[config.mk]
export PLATFORM = sky130hd
export DESIGN_NAME = reorder_buffer
export DESIGN_NICKNAME = d
export VERILOG_FILES = /design/src/rtl/cpu_pkg.sv /design/src/rtl/reorder_buffer.sv
export SDC_FILE = /design/constraint.sdc
export NUM_CORES = 2
export LEC_CHECK = 0
export CAP_MARGIN = 10
export CORE_ASPECT_RATIO = 1.75
export CORE_MARGIN = 5
export CORE_UTILIZATION = 46
export DETAILED_ROUTE_END_ITERATION = 10
export PLACE_DENSITY = 0.58
export SYNTH_ARGS = -nofsm -noshare
export SYNTH_HDL_FRONTEND = slang
export SYNTH_SLANG_ARGS = --single-unit
export TNS_END_PERCENT = 100
[constraint.sdc]
create_clock -name clk -period 7.5 [get_ports clk]
set_input_delay 1.125 -clock clk [delete_from_list [all_inputs] [get_ports clk]]
set_output_delay 1.125 -clock clk [all_outputs]
set_load 0.02 [all_outputs]
[src/rtl/cpu_pkg.sv]
// Shared back-end definitions: ROB sizing and the ROB entry layout.
// Dispatch, issue and LSU size their ROB indices from ROB_LEN.
package cpu_pkg;

    localparam int ROB_LEN = 16;

    typedef struct packed {
        logic        valid;
        logic        done;
        logic        mispred;
        logic [31:0] target;
        logic [31:0] pc;
        logic [5:0]  rd_arch;
        logic [6:0]  P_rd_new;
        logic [6:0]  P_rd_old;
        logic        has_rd;
        logic        is_store;
    } rob_entry_t;

endpackage

[src/rtl/reorder_buffer.sv]
// In-order retirement buffer: dispatch at tail, complete anywhere, retire at head.
// Optional perf counters under `define ROB_PERF_CNT_EN.
module reorder_buffer #(
    parameter  int ROB_LEN = cpu_pkg::ROB_LEN,
    localparam int IDX_W   = $clog2(ROB_LEN)
) (
    input  logic             clk,
    input  logic             rst,
    input  logic             dispatch_valid,
    input  logic [31:0]      dispatch_pc,
    input  logic [5:0]       dispatch_rd_arch,
    input  logic [6:0]       dispatch_P_rd_new,
    input  logic [6:0]       dispatch_P_rd_old,
    input  logic             dispatch_has_rd,
    input  logic             dispatch_is_store,
    output logic             rob_ready,
    output logic             rob_empty,
    output logic [IDX_W-1:0] rob_idx,
    input  logic             wb_valid,
    input  logic [IDX_W-1:0] wb_rob_idx,
    input  logic             wb_mispredict,
    input  logic [31:0]      wb_target,
    output logic             commit_valid,
    output logic [31:0]      commit_pc,
    output logic [5:0]       commit_rd_arch,
    output logic [6:0]       commit_P_rd_new,
    output logic [6:0]       commit_P_rd_old,
    output logic             commit_has_rd,
    output logic             commit_is_store,
    output logic             mispredict,
`ifdef ROB_PERF_CNT_EN
    output logic [31:0]      perf_commit_cnt,
    output logic [31:0]      perf_flush_cnt,
`endif
    output logic [31:0]      redirect_pc
);
    import cpu_pkg::*;

    rob_entry_t       r_rob [ROB_LEN];
    logic [IDX_W:0]   r_head;
    logic [IDX_W:0]   r_tail;
    logic             r_mispredict;
    logic [31:0]      r_redirect_pc;

    logic [IDX_W-1:0] w_hidx;
    logic [IDX_W-1:0] w_tidx;
    logic             w_full;
    logic             w_disp;
    logic             w_wb;
    logic             w_flush;
    rob_entry_t       w_head;

    assign w_hidx = r_head[IDX_W-1:0];
    assign w_tidx = r_tail[IDX_W-1:0];
    assign w_head = r_rob[w_hidx];

    // Wrap bit distinguishes full from empty when the indices match.
    assign w_full = (w_hidx == w_tidx) && (r_head[IDX_W] != r_tail[IDX_W]);

    assign rob_ready = !w_full;
    assign rob_empty = (r_head == r_tail);
    assign rob_idx   = w_tidx;

    assign commit_valid    = w_head.valid && w_head.done && !r_mispredict;
    assign commit_pc       = w_head.pc;
    assign commit_rd_arch  = w_head.rd_arch;
    assign commit_P_rd_new = w_head.P_rd_new;
    assign commit_P_rd_old = w_head.P_rd_old;
    assign commit_has_rd   = w_head.has_rd;
    assign commit_is_store = w_head.is_store;

    assign w_disp  = dispatch_valid && !w_full && !r_mispredict;
    assign w_wb    = wb_valid && !r_mispredict && r_rob[wb_rob_idx].valid;
    assign w_flush = commit_valid && w_head.mispred;

    assign mispredict  = r_mispredict;
    assign redirect_pc = r_redirect_pc;

    always_ff @(posedge clk) begin
        if (rst) begin
            r_head        <= '0;
            r_tail        <= '0;
            r_mispredict  <= 1'b0;
            r_redirect_pc <= '0;
            for (int i = 0; i < ROB_LEN; i++) begin
                r_rob[i] <= '0;
            end
        end else begin
            r_mispredict <= w_flush;
            if (w_flush) begin
                r_redirect_pc <= w_head.target;
                r_head        <= '0;
                r_tail        <= '0;
                for (int i = 0; i < ROB_LEN; i++) begin
                    r_rob[i].valid <= 1'b0;
                    r_rob[i].done  <= 1'b0;
                end
            end else begin
                if (w_wb) begin
                    r_rob[wb_rob_idx].done    <= 1'b1;
                    r_rob[wb_rob_idx].mispred <= wb_mispredict;
                    r_rob[wb_rob_idx].target  <= wb_target;
                end
                if (commit_valid) begin
                    r_rob[w_hidx].valid <= 1'b0;
                    r_rob[w_hidx].done  <= 1'b0;
                    r_head              <= r_head + (IDX_W+1)'(1);
                end
                if (w_disp) begin
                    r_rob[w_tidx] <= '{
                        valid:    1'b1,
                        done:     1'b0,
                        mispred:  1'b0,
                        target:   32'h0,
                        pc:       dispatch_pc,
                        rd_arch:  dispatch_rd_arch,
                        P_rd_new: dispatch_P_rd_new,
                        P_rd_old: dispatch_P_rd_old,
                        has_rd:   dispatch_has_rd,
                        is_store: dispatch_is_store
                    };
                    r_tail <= r_tail + (IDX_W+1)'(1);
                end
            end
        end
    end

`ifdef ROB_PERF_CNT_EN
    logic [31:0] r_perf_commit_cnt;
    logic [31:0] r_perf_flush_cnt;

    always_ff @(posedge clk) begin
        if (rst) begin
            r_perf_commit_cnt <= '0;
            r_perf_flush_cnt  <= '0;
        end else begin
            if (commit_valid) r_perf_commit_cnt <= r_perf_commit_cnt + 32'd1;
            if (r_mispredict) r_perf_flush_cnt  <= r_perf_flush_cnt + 32'd1;
        end
    end

    assign perf_commit_cnt = r_perf_commit_cnt;
    assign perf_flush_cnt  = r_perf_flush_cnt;
`endif

endmodule

# Word-level counts from Yosys, hierarchy flattened
# Memory sizes are Yosys's and may differ from the RTL's. A register that Yosys moved wholly into a read port is not among the register bits.
# Index checks and enable logic that the tools add are counted.
dict set report classes {
  n_reduce_logical 14
  muxes 60
  n_bitwise 32
  eq_ne 3
  addsub 2
}
# op n
set op_table {}
lappend op_table {{89-bit two-way mux} 3}
lappend op_table {{89-bit OR reduction} 3}
lappend op_table {{1-bit two-way mux} 49}
lappend op_table {{1-bit bitwise OR} 32}
lappend op_table {{4-bit two-way mux} 6}
lappend op_table {{5-bit by 1-bit adder with 5-bit output (second input constant)} 2}
lappend op_table {{1-bit logical AND} 8}
lappend op_table {{3-bit two-way mux} 2}
lappend op_table {{5-bit == test} 1}
lappend op_table {{4-bit == test} 1}
lappend op_table {{1-bit logical NOT} 2}
lappend op_table {{2-bit OR reduction} 1}
lappend op_table {{1-bit inequality test} 1}
dict set report word_totals {
  ramBits 1424
  out_inout_bits 94
  reg_bits 43
  n_memories 1
  input_bits 95
  word_cells 116
}
# name words width rd rd_clocked_by_memory_dff wr line
set mem_list {}
lappend mem_list {r_rob 16 89 2 1 16 reorder_buffer.sv:39} ;# rob_entry_t r_rob [ROB_LEN];

# Depth between registers and ports, before layout
dict set report depth {
  word_depth 11
  ltp_mapped 12
  mapped_depth_nobuf 6
}

# Worst setup path before layout
# Ideal clock, no wire load.
dict set report synth_timing {
  path_kind {register -> output}
  from {register with a tool-made name}
  to {output commit_P_rd_new[5]}
  path_buffers 5
  slack_ns 3.634
  path_stages_with_launch 8
  required_ns 6.375
  arrival_ns 2.741
  path_cell_list {dfxtp_1 > clkbuf_1 > buf_2 > buf_2 > buf_1 > mux4_2 > mux4_2 > buf_4}
}
# element line
set synth_rtl {}
lappend synth_rtl {{to (decl)} reorder_buffer.sv:26} ;# output logic [6:0] commit_P_rd_new,

==> flow_summary.json <==
{
  "postRouteWirelength_um": 231000,
  "synth_compound_gate_area_share": 0.0799,
  "portion_of_netlist_area_occupied_by_mux_cells": 0.144,
  "cts.repair.resized": 0,
  "drc": 0,
  "vias": 47100,
  "grt_util_met3": 0.0436,
  "final_cell_mix": "867 x sky130_fd_sc_hd__and2_1, 864 x sky130_fd_sc_hd__edfxtp_1, 603 x sky130_fd_sc_hd__dfxtp_1",
  "design.die.area_um2": 159000,
  "power_density_nw_per_um2": 222,
  "post-route-period-util": 0.786,
  "setup_tns_ps": 0,
  "post_synth_num_cell_types": 57,
  "cts_buffer_depth": 3,
  "yosysTopAreaCell": "sky130_fd_sc_hd__edfxtp_1",
  "grt_use_met1": 0.343,
  "floorplan.rows": 188,
  "synth_flop_cell": "sky130_fd_sc_hd__edfxtp_1",
  "grt_most_used_layer": "met2",
  "maxSlewViolCount": 0,
  "ys_warn_count": 0,
  "global_route_wire_length_before_repair_um": 334000,
  "share_of_the_synthesized_netlist_area_taken_by_xor_and_xnor_gates": 0.00164,
  "min_tclk_post_route_ps": 5890,
  "grt_setup_unrepaired": "false",
  "post_synth_and_or_nand_nor_area_fraction": 0.180,
  "timing.max_cap.violations": 0,
  "design.portCount": 189,
  "drt_iter0_markers": 4458,
  "mappedNetlistNets": 5907,
  "syn-mean-instance-area_um2": 11.9,
  "synth.top_cell.area_share": 0.374,
  "first_global_vias": 48200,
  "cts_max_level": 4,
  "outcome": "complete, no violations",
  "floorplan.core_area_um2": 150000,
  "post_drt_via_cell_ratio": 6.16,
  "finalClockSkew_ps": 26.0,
  "placement.io_buffers": 188,
  "synth-adder-area-share": 0.00144,
  "gr-usage-all-layers": 0.286,
  "tritoncts": "yes",
  "vdd_ir_drop_max_mv": 0.231,
  "worst_hold_path_type": "reg -> reg",
  "ant_nets": 0,
  "timing.setup.critical_path_class": "reg -> out",
  "synthTopCellsByArea": "sky130_fd_sc_hd__edfxtp_1 37%, sky130_fd_sc_hd__dfxtp_1 18%, sky130_fd_sc_hd__mux4_2 14%, sky130_fd_sc_hd__and2_1 7.8%, sky130_fd_sc_hd__a21oi_1 3.8%",
  "tritoncts.num_buffers": 143,
  "die_w_um": 304,
  "synth_sequential_area_ratio": 0.549,
  "drt_pass1_iterations": 5,
  "nNetsFinal": 5633,
  "number_of_buffers_inserted_by_post_cts_setup_repair": 0,
  "worst_setup_hold_path_clk_slew_ps": 60,
  "grt_max_degree": 166,
  "layout-area-overhead-vs-synth_pct": 10.7,
  "crit_path_end_kind": "output pin",
  "setup_violations": 0,
  "cts-hold-fix-buffers": 0,
  "routedWlPerCell_um": 30.1,
  "clk-insertion-delay-late_ps": 780,
  "floorplan.die.height_um": 524,
  "clkSinkCount": 1471,
  "main_combinational_cell_family_by_area_after_synthesis": "simple AND/OR/NAND/NOR gates",
  "gate_count_of_the_mapped_netlist": 5804,
  "drive_above_1_share": 0.149,
  "max_freq_mhz": 170,
  "ffs_latches_synth": 1471,
  "final_common_cell": "sky130_fd_sc_hd__and2_1",
  "globalRouteMet2Util": 0.514,
  "grt_antenna_before_repair": 22,
  "arrival_ps": 4770,
  "synthArstFlopShare": 0,
  "cp_max_fo": 41,
  "dp_hpwl_um": 119000,
  "gp_congestion": 0.833,
  "postLayoutCoreUtil": 0.512,
  "type_of_origin_of_the_critical_path": "flip-flop",
  "synth-edff-count": 864,
  "standby_leakage_power_nw": 25.6,
  "initial_utilization": 0.463,
  "syn_area_um2": 69400,
  "timing.final.hold_violations": 0,
  "gr-total-overflow": 0,
  "worstMarginPinSlew_ps": 1290,
  "cts_root_buf": "sky130_fd_sc_hd__clkbuf_16",
  "timing.slew.headroom": 0.141,
  "data_required_time_at_the_worst_endpoint_ps": 6380
}
-- worst max-delay path, stage by stage, from the launching register on --
cell	delay, ps
sky130_fd_sc_hd__dfxtp_4	850
sky130_fd_sc_hd__buf_4	840
sky130_fd_sc_hd__buf_4	830
sky130_fd_sc_hd__mux4_2	700
sky130_fd_sc_hd__clkdlybuf4s50_1	580
-- path summary, 6_finish.rpt --
check                                                   from                           end  slack (ps)  cells past startpoint
worst max-delay path                               flip-flop                 commit_pc[18]        1610                      4
worst min-delay path            redirect_pc[12]$_SDFFE_PP0P_  redirect_pc[12]$_SDFFE_PP0P_         470                      1
worst max register to register                     flip-flop    r_rob[2][42]$_SDFFCE_PN0P_        1950                     10
worst min register to register  redirect_pc[12]$_SDFFE_PP0P_  redirect_pc[12]$_SDFFE_PP0P_         470                      1
-- cell type report --
type	instances	area (µm²)
clock buffer	193	3970
tap	1995	2500
clock inverter	67	778
inverter	8	30.0
sequential	1471	38100
antenna	13	32.5
timing repair buffer	296	2760
multi-input combinational	3610	28600
fill	12800	73100
-- report_power, final --
| group | leakage, nW | internal (mW) | switching [mW] | total [mW] |
|---|---|---|---|---|
| sequential | 13.8 | 8.72 | 0.0568 | 8.78 |
| clock | 2.29 | 4.19 | 3.27 | 7.46 |
| combinational | 9.51 | 0.250 | 0.549 | 0.799 |
| total | 25.6 | 13.2 | 3.87 | 17.0 |
-- routing by layer --
layer	wire length, µm	vias to the layer above
met2	121000	1970
met1	84900	24200
met3	14900	567
met5	48	-
li1	-	20400
met4	10000	8
-- stage by stage --
| stage | hold slack, ps | power (mW) | setup WS, ps | std cells | cell area, µm² |
|---|---|---|---|---|---|
| floorplan | 456 | 9.39 | 3630 | 5804 | 69400 |
| global placement | 452 | 9.75 | 1920 | 7380 | 72000 |
| detailed placement | 458 | 9.76 | 1890 | 7380 | 72000 |
| CTS | 473 | 17.2 | 1550 | 7640 | 76700 |
| global route | 483 | 17.5 | 1520 | 7645 | 76700 |
| finish | 467 | 17.0 | 1610 | 7653 | 76700 |
-- synth_stat cells, types with 4 or more instances --
| master | number |
|---|---|
| sky130_fd_sc_hd__nor3_2 | 5 |
| sky130_fd_sc_hd__mux2i_1 | 4 |
| sky130_fd_sc_hd__nand3_1 | 411 |
| sky130_fd_sc_hd__o21ai_0 | 412 |
| sky130_fd_sc_hd__nor2_1 | 21 |
| sky130_fd_sc_hd__dfxtp_1 | 607 |
| sky130_fd_sc_hd__a21oi_1 | 531 |
| sky130_fd_sc_hd__xor2_1 | 8 |
| sky130_fd_sc_hd__o221a_2 | 5 |
| sky130_fd_sc_hd__buf_2 | 49 |
| sky130_fd_sc_hd__o221ai_1 | 5 |
| sky130_fd_sc_hd__a211oi_1 | 14 |
| sky130_fd_sc_hd__and3_1 | 7 |
| sky130_fd_sc_hd__nor2b_1 | 423 |
| sky130_fd_sc_hd__mux4_2 | 441 |
| sky130_fd_sc_hd__buf_1 | 42 |
| sky130_fd_sc_hd__xnor2_1 | 5 |
| sky130_fd_sc_hd__ha_1 | 8 |
| sky130_fd_sc_hd__and2_1 | 868 |
| sky130_fd_sc_hd__inv_1 | 8 |
| sky130_fd_sc_hd__and4_1 | 10 |
| sky130_fd_sc_hd__nand2_1 | 174 |
| sky130_fd_sc_hd__clkbuf_1 | 560 |
| sky130_fd_sc_hd__a221oi_1 | 4 |
| sky130_fd_sc_hd__edfxtp_1 | 864 |
| sky130_fd_sc_hd__nor2_2 | 8 |
| sky130_fd_sc_hd__buf_4 | 57 |
| sky130_fd_sc_hd__a31o_2 | 16 |
| sky130_fd_sc_hd__nand3b_1 | 134 |
| sky130_fd_sc_hd__a32o_1 | 32 |
| sky130_fd_sc_hd__nand4_1 | 14 |
| sky130_fd_sc_hd__or2_2 | 16 |
| sky130_fd_sc_hd__mux2_2 | 4 |
-- state kept, by name, summed over array words and instances, names as in the netlist, named ones only --
signal and count:
r_rob 1424, mispredict 1, redirect_pc 32, r_head 5, r_tail 5
-- cell families (layout without fill, tap and decap cells) --
kind of cell    Yosys count  count (layout)
simple gates           2108            2108
flops                  1471            1471
compound gates         1032            1032
buf+inv                 723             564
mux                     449             449
xor+xnor                 13              13
fa+ha+maj                 8               8
other cells               0              13
(Power assumes the default switching activity.)
